[config.mk]
export PLATFORM = sky130hd
export DESIGN_NAME = bus_host_arbiter
export DESIGN_NICKNAME = d
export VERILOG_FILES = /design/src/rtl/bus_host_arbiter_pkg.sv /design/src/rtl/bus_host_arbiter_id_fifo.sv /design/src/rtl/bus_host_arbiter.sv
export SDC_FILE = /design/constraint.sdc
export NUM_CORES = 1
export LEC_CHECK = 0
export ABC_AREA = 1
export CORE_AREA = 2 2 124 126
export CTS_CLUSTER_DIAMETER = 200
export CTS_CLUSTER_SIZE = 14
export DETAILED_ROUTE_END_ITERATION = 10
export DIE_AREA = 0 0 126 128
export PLACE_DENSITY = 0.6
export SYNTH_ARGS = -nofsm -noshare
export SYNTH_HDL_FRONTEND = slang
export SYNTH_SLANG_ARGS = --single-unit
[constraint.sdc]
create_clock -name clk_i -period 3.06 [get_ports clk_i]
set_clock_uncertainty 0.1 [all_clocks]
set_input_delay 0.612 -clock clk_i [delete_from_list [all_inputs] [get_ports clk_i]]
set_output_delay 0.612 -clock clk_i [all_outputs]
set_load 0.05 [all_outputs]
[src/rtl/bus_host_arbiter_pkg.sv]
// Shared constants and types for the two-host bus arbiter.
//   NumHosts       : number of requesting hosts (fixed at 2)
//   MaxOutstanding : largest supported depth of the in-flight ID FIFO
//   host_idx_t     : index of one host
package bus_host_arbiter_pkg;

  localparam int NumHosts       = 2;
  localparam int MaxOutstanding = 4;
  localparam int PtrW           = 2;  // addresses MaxOutstanding entries
  localparam int CntW           = 3;  // counts 0..MaxOutstanding

  typedef logic host_idx_t;

endpackage

[src/rtl/bus_host_arbiter_id_fifo.sv]
// In-order FIFO of host indices. Each entry records which host owns one
// in-flight device transaction.
//   clk_i, rst_i : clock, synchronous active-high reset (empties the FIFO)
//   push_i       : write push_id_i (ignored when full)
//   pop_i        : drop the head entry (ignored when empty)
//   full_o       : Depth entries held
//   empty_o      : no entries held
//   head_o       : oldest entry, valid when empty_o is low
module bus_host_arbiter_id_fifo
  import bus_host_arbiter_pkg::*;
#(
  parameter int Depth = 2
) (
  input  logic      clk_i,
  input  logic      rst_i,
  input  logic      push_i,
  input  host_idx_t push_id_i,
  input  logic      pop_i,
  output logic      full_o,
  output logic      empty_o,
  output host_idx_t head_o
);

  host_idx_t       mem_q [MaxOutstanding];
  host_idx_t       mem_d [MaxOutstanding];
  logic [PtrW-1:0] wr_ptr_q, wr_ptr_d;
  logic [PtrW-1:0] rd_ptr_q, rd_ptr_d;
  logic [CntW-1:0] cnt_q, cnt_d;
  logic            do_push, do_pop;

  // Pointers wrap at Depth, not at the physical array size.
  function automatic logic [PtrW-1:0] ptr_inc(input logic [PtrW-1:0] p);
    return (p == PtrW'(Depth - 1)) ? '0 : p + PtrW'(1);
  endfunction

  assign full_o  = (cnt_q == CntW'(Depth));
  assign empty_o = (cnt_q == '0);
  assign head_o  = mem_q[rd_ptr_q];
  assign do_push = push_i & ~full_o;
  assign do_pop  = pop_i & ~empty_o;

  always_comb begin
    mem_d    = mem_q;
    wr_ptr_d = wr_ptr_q;
    rd_ptr_d = rd_ptr_q;
    cnt_d    = cnt_q;
    if (do_push) begin
      mem_d[wr_ptr_q] = push_id_i;
      wr_ptr_d        = ptr_inc(wr_ptr_q);
    end
    if (do_pop) begin
      rd_ptr_d = ptr_inc(rd_ptr_q);
    end
    case ({do_push, do_pop})
      2'b10:   cnt_d = cnt_q + CntW'(1);
      2'b01:   cnt_d = cnt_q - CntW'(1);
      default: cnt_d = cnt_q;
    endcase
  end

  always_ff @(posedge clk_i) begin
    if (rst_i) begin
      mem_q    <= '{default: '0};
      wr_ptr_q <= '0;
      rd_ptr_q <= '0;
      cnt_q    <= '0;
    end else begin
      mem_q    <= mem_d;
      wr_ptr_q <= wr_ptr_d;
      rd_ptr_q <= rd_ptr_d;
      cnt_q    <= cnt_d;
    end
  end

endmodule

[src/rtl/bus_host_arbiter.sv]
// Two-host arbiter in front of a single pipelined device port.
// Requests pass through combinationally to the device; the owner of each
// accepted transaction is queued so that in-order responses are routed back.
//   clk_i, rst_i              : clock, synchronous active-high reset
//   host_req_i, host_we_i     : per-host request / write enable
//   host_addr_i, host_wdata_i : per-host 32-bit fields, host h at [32*h +: 32]
//   host_be_i                 : per-host byte enables, host h at [4*h +: 4]
//   host_gnt_o                : handshake accepted for that host this cycle
//   host_rvalid_o, host_err_o : response valid / error for that host
//   host_rdata_o              : read data, host h at [32*h +: 32]
//   dev_*                     : device-side request and response channels
//   spurious_rsp_o            : response arrived with nothing outstanding
module bus_host_arbiter
  import bus_host_arbiter_pkg::*;
#(
  parameter int   NumOutstanding = 2,
  parameter logic FixedPrio      = 1'b0
) (
  input  logic                     clk_i,
  input  logic                     rst_i,
  input  logic [NumHosts-1:0]      host_req_i,
  input  logic [NumHosts-1:0]      host_we_i,
  input  logic [NumHosts*32-1:0]   host_addr_i,
  input  logic [NumHosts*32-1:0]   host_wdata_i,
  input  logic [NumHosts*4-1:0]    host_be_i,
  output logic [NumHosts-1:0]      host_gnt_o,
  output logic [NumHosts-1:0]      host_rvalid_o,
  output logic [NumHosts-1:0]      host_err_o,
  output logic [NumHosts*32-1:0]   host_rdata_o,
  output logic                     dev_req_o,
  output logic                     dev_we_o,
  output logic [31:0]              dev_addr_o,
  output logic [31:0]              dev_wdata_o,
  output logic [3:0]               dev_be_o,
  input  logic                     dev_gnt_i,
  input  logic                     dev_rvalid_i,
  input  logic                     dev_err_i,
  input  logic [31:0]              dev_rdata_i,
  output logic                     spurious_rsp_o
);

  host_idx_t prio_q, prio_d;
  host_idx_t winner;
  host_idx_t head_id;
  logic      any_req;
  logic      fifo_full, fifo_empty;
  logic      handshake;
  logic      rsp_valid;

  // Winner only depends on prio_q and the request vector, so it stays put
  // while a held request waits for dev_gnt_i.
  always_comb begin
    if (FixedPrio) begin
      winner = host_req_i[0] ? 1'b0 : 1'b1;
    end else begin
      winner = host_req_i[prio_q] ? prio_q : ~prio_q;
    end
  end

  assign any_req   = |host_req_i;
  // Full blocks requests even if a pop frees a slot this cycle; this keeps
  // dev_rvalid_i off the request path.
  assign dev_req_o = any_req & ~fifo_full & ~rst_i;
  assign handshake = dev_req_o & dev_gnt_i;

  always_comb begin
    dev_we_o    = 1'b0;
    dev_addr_o  = '0;
    dev_wdata_o = '0;
    dev_be_o    = '0;
    if (any_req) begin
      dev_we_o    = host_we_i[winner];
      dev_addr_o  = winner ? host_addr_i[63:32]  : host_addr_i[31:0];
      dev_wdata_o = winner ? host_wdata_i[63:32] : host_wdata_i[31:0];
      dev_be_o    = winner ? host_be_i[7:4]      : host_be_i[3:0];
    end
  end

  always_comb begin
    host_gnt_o = '0;
    if (handshake) begin
      host_gnt_o[winner] = 1'b1;
    end
  end

  // The head is read before this cycle's push lands, so a response in the
  // grant cycle can never be matched to the transaction just granted.
  assign rsp_valid      = dev_rvalid_i & ~fifo_empty & ~rst_i;
  assign spurious_rsp_o = dev_rvalid_i & fifo_empty & ~rst_i;

  always_comb begin
    host_rvalid_o = '0;
    host_err_o    = '0;
    host_rdata_o  = '0;
    if (rsp_valid) begin
      host_rvalid_o[head_id] = 1'b1;
      host_err_o[head_id]    = dev_err_i;
      if (head_id) host_rdata_o[63:32] = dev_rdata_i;
      else         host_rdata_o[31:0]  = dev_rdata_i;
    end
  end

  // Round-robin: the loser of the last accepted handshake goes first next.
  always_comb begin
    prio_d = prio_q;
    if (handshake) begin
      prio_d = ~winner;
    end
  end

  always_ff @(posedge clk_i) begin
    if (rst_i) begin
      prio_q <= 1'b0;
    end else begin
      prio_q <= prio_d;
    end
  end

  bus_host_arbiter_id_fifo #(
    .Depth (NumOutstanding)
  ) u_id_fifo (
    .clk_i     (clk_i),
    .rst_i     (rst_i),
    .push_i    (handshake),
    .push_id_i (winner),
    .pop_i     (rsp_valid),
    .full_o    (fifo_full),
    .empty_o   (fifo_empty),
    .head_o    (head_id)
  );

endmodule
# == Yosys cells after proc, flatten, opt, wreduce, memory -nomap -nowiden ==
# Cells that the tools add are included.
# totals
regBits,12
inputBits,177
output_inout_bits,141
wordCells,79
# op_classes
add_sub_neg,4
magnitude_cmp,8
n_eq_ne,5
mux,31
n_bitwise,17
n_reduce_logical,6
# ops
cell,count
$mux 32,6
$mux 64,1
$mux 1,11
$mux 2,5
$and 1x1->1,9
$mux 4,2
$eq 2x1->1 const B,3
$ge 3x3->1 const B,2
$lt 1x2->1 const B,3
$not 2->3,2
$pmux 3 s2,1
$not 1->1,5
$add 2x1->2 const B,2
$bwmux 4,1
$add 3x1->3 const B,1
$eq 3x2->1 const B,1
$logic_and 1x1->1,3
$logic_not 3->1,1
$lt 3x1->1 const B,1
$sub 3x1->3 const B,1
$and 2x2->2,1
$bmux 1 s2,1
$demux 1 s1,2
$demux 1 s2,1
4 further kinds,5

# == Longest topological paths before layout ==
# logic_depth
depth_word,10
ltp_mapped,11
ltp_nobuf,11

# == Modules after synthesis ==
# A second synthesis with hierarchy kept.
# hier_totals
hier_cells,453
area_unflattened_um2,2157.1
# by_module_without_submodules
module,instances,cells_per_inst,area_each_um2,seq_area_each_um2
bus_host_arbiter,1,360,1527.7,20.0
bus_host_arbiter_id_fifo,1,93,629.4,220.2

# == Least setup slack after synthesis ==
# OpenSTA, ideal clock, no wires.
# synth_path
path_kind,in2out
start,input port rst_i
end,output port spurious_rsp_o
arrival_ns,2.188
t_required_ns,2.348
path_slack_ns,0.160
stages,3
path_buffers,0
path_cell_list,inv_2 > nand2_1 > nor4_1
# synth_between
elab_chain_cells,2
# synth_lines
element,line,rtl
start: declaration,bus_host_arbiter.sv:20,"input logic rst_i,"
$not 1->1,bus_host_arbiter.sv:89,assign spurious_rsp_o = dev_rvalid_i & fifo_empty & ~rst_i;
$and 1x1->1,bus_host_arbiter.sv:89,
end: declaration,bus_host_arbiter.sv:39,output logic spurious_rsp_o
# Every way passes these cells.

# == Worst setup path after layout ==
# layout_path
start,input port rst_i
end,output port host_err_o[1]
# layout_between
elab_chain_cells,3
# layout_lines
element,line,rtl
$not 1->1,bus_host_arbiter.sv:88,assign rsp_valid = dev_rvalid_i & ~fifo_empty & ~rst_i;
$and 1x1->1,bus_host_arbiter.sv:88,
$mux 2,bus_host_arbiter.sv:95,if (rsp_valid) begin
end: declaration,bus_host_arbiter.sv:28,"output logic [NumHosts-1:0] host_err_o,"
# Every way passes these cells.

==> summary.md <==
| Metric | Value |
|---|---|
| Postcts setup bufs | `0` |
| Die Width | `126 um` |
| Status | `completed` |
| TNS Setup | `0 ns` |
| R2R Path End | `u_id_fifo.cnt_q[2]` |
| R2R setup slack | `0.73 ns` |
| Crit path kind | `input port to output pin` |
| Hold-fix buffers, CTS | `0` |
| First-pass GRT wire length | `20000 um` |
| Slowest cell delay on critical path | `0.43 ns` |
| Final Non-Filler Cells | `931` |
| Initial Utilization | `14.9%` |
| DRT Pass-1 Iters | `4` |
| CP Launch Type | `input port` |
| Cell accounting for the most synthesized area | `nor2_1` |
| Metal2 WL | `6660 um` |
| Hold worst-path end | `u_id_fifo.rd_ptr_q[1]` |
| Peak Freq | `343 MHz` |
| Met1 WL | `4990 um` |
| Dpl hpwl | `11000 um` |
| Mapped Cells | `438` |
| Fin. Hold Viols | `0` |
| Setup crit end kind | `output pin` |
| Die ar. | `16100 um^2` |
| Sequential area share after synthesis | `10.9%` |
| Crit-path max FO | `24` |
| Synthesis warning total | `0` |
| Mean post-synth cell area | `5.05 um^2` |
| Post-synthesis register bit count | `12` |
| Endpoints failing setup | `0` |
| Ranking of synthesized cells by area | `nor2_1 (34%), o21ai_0 (17%), dfxtp_1 (11%)` |
| Top-count cell post-synth | `nor2_1` |
| Slew Limit Fails | `0` |
| Vias per inst | `4.04` |
| Clock Latency Late Sink | `0.24 ns` |
| Post-Syn Nets | `617` |
| Area grow syn2layout | `222%` |
| Post-synth top cells | `nor2_1 (198), o21ai_0 (75), inv_1 (49)` |
| Top-area cell type share of the netlist area | `33.6%` |
| Met3 WL | `1000 um` |
| Distinct cell type count of the synthesized netlist | `20` |
| Critical path arrival | `2.21 ns` |
| Core Region | `14900 um^2` |
| Die H | `128 um` |
| Root Buffer | `clkbuf_16` |
| Max clock buf depth | `2` |
| N_diodes | `0` |
| Fraction of layout cells with a size suffix above 1 | `26.4%` |
| H-tree levels | `1` |
| Fin crit share | `95.3%` |
| Reg2Reg Launch Point | `u_id_fifo.cnt_q[2]` |
| Pwr dens | `297 nW/um^2` |
| Fillers | `1397` |
| Avg WL per Cell | `13.8 um` |
| Vias | `3765` |
| Initial antenna violation count | `0` |
| Worst Hold Launch | `u_id_fifo.rd_ptr_q[1]` |
| Resized cells post-CTS | `0` |
| Post-synth EDFFs | `0` |
| Final Cell Area | `7120 um^2` |
| Peak VDD IR | `0.157 mV` |
| DR top layer | `met4` |
| Clock sink count | `12` |
| Tmin final | `2.92 ns` |
| All-Layer GR Usage | `15.2%` |
| Clk slew on worst S/H paths | `0.04 ns` |
| CTS tree | `built` |
| P_leak | `3.06 nW` |
| Routability cong. | `0.820` |
| Pwr Total | `0.00211 W` |
| Max-cap check violation count | `0` |
| Rel. slew slack | `66.7%` |
| I/O Buffers | `317` |
| Placed cell count | `927` |
| Synth async-reset ratio | `0%` |
| Top-Level Pins | `318` |
| Worst Hold Path Cells | `2` |
| Mapped cell area | `2210 um^2` |
| Routed WL | `12900 um` |
| Placed instance area | `7030 um^2` |
| Drt drc | `0` |
| Final ANT Viol Nets | `0` |
| CP dominant cell by count | `inv_2` |
| Pin count of the biggest net entering global routing | `69` |
| Nets | `923` |
| # rows | `45` |
| CTS Buf Count | `3` |
| GR Overflow Total | `0` |
| Min-delay worst type | `flop to flop` |
| Unrepaired setup endpoints after global routing | `no` |
| CP required | `2.35 ns` |
| Vias in the first global route | `3669` |
| Sequential cell area | `240 um^2` |
| DRT iter0 DRCs | `109` |
| Multi-input gate area | `1640 um^2` |
| Top FF cell, synth | `dfxtp_1` |
| Slew @ Worst Pin | `0.496 ns` |
| Critical-path cell list | `clkdlybuf4s50_1, inv_2, nand2_1, a21oi_4, inv_2, nor2_4, inv_2, buf_12, nor2_1, buf_4` |
| Slowest CP cell | `clkdlybuf4s50_1` |
| Cells on worst reg2reg path | `10` |
placed cells by master (no fill, tap or decap), drive strengths merged:
master and count:
clkdlybuf4s50 176, clkbuf 4, nand4 4, nor4 1, ha 1, dfxtp 12, a21oi 7, nand2 23
fa 1, inv 54, o21ai 76, nor2 229, buf 154, nand3 1
worst max-delay path by stage:
| stage | from | to | slack [ns] | cells past startpoint |
|---|---|---|---|---|
| floorplan | rst_i | spurious_rsp_o | 0.16 | 3 |
| global placement | rst_i | host_rdata_o[53] | 0.14 | 10 |
| detailed placement | rst_i | host_rdata_o[53] | 0.14 | 10 |
| CTS | rst_i | host_rdata_o[53] | 0.13 | 10 |
| global route | host_req_i[1] | dev_addr_o[11] | 0.06 | 7 |
| finish | rst_i | host_err_o[1] | 0.14 | 10 |
layout make-up:
cell class	instances	area share [%]
clock buffer	4	1.25
multi-input combinational	343	23.0
tap	188	3.30
inverter	54	2.85
sequential	12	3.37
timing repair buffer	330	66.3
routing by layer:
| metal | track usage, % | vias up |
|---|---|---|
| met3 | 3.80 | 18 |
| met1 | 17.4 | 1624 |
| met4 | 3.17 | 0 |
| li1 | - | 1937 |
| met5 | 0 | - |
| met2 | 28.4 | 186 |
power by group:
group	switching [W]	total (W)	internal, W	leakage (nW)
combinational	0.000880	0.00168	0.000796	2.91
sequential	0.00000874	0.000175	0.000167	0.0976
clock	0.0000645	0.000261	0.000197	0.0442
total	0.000953	0.00211	0.00116	3.06
cells by family after synthesis:
group                      count (synthesis)  share of synthesized area [%]
buffers and inverters                     83                           15.7
DFF                                       12                           10.9
AOI/OAI and AO/OA                         83                           19.3
and+or+nand+nor                          258                           52.7
adders and majority gates                  2                           1.47
sequential cells by signal, summed over array words and instances (netlist names):
signal	flops
prio_q	1
u_id_fifo.rd_ptr_q	2
u_id_fifo.mem_q	4
u_id_fifo.cnt_q	3
u_id_fifo.wr_ptr_q	2
per-stage QoR:
stage / worst slack, ns / hold slack [ns] / utilization, %
final: 0.142 / 0.357 / 47.9
after global placement: 0.138 / 0.344 / 47.3
after detailed placement: 0.135 / 0.354 / 47.3
after floorplan: 0.160 / 0.330 / -
after global routing: 0.0644 / 0.396 / 47.9
after CTS: 0.131 / 0.359 / 47.9
worst max-delay path: cells and delay by family:
family                 cells  cell delay, ns
AO/OA/AOI/OAI              1            0.20
buffers and inverters      6            1.02
AND/OR/NAND/NOR            3            0.35
Power figures use the tool's default switching activity.
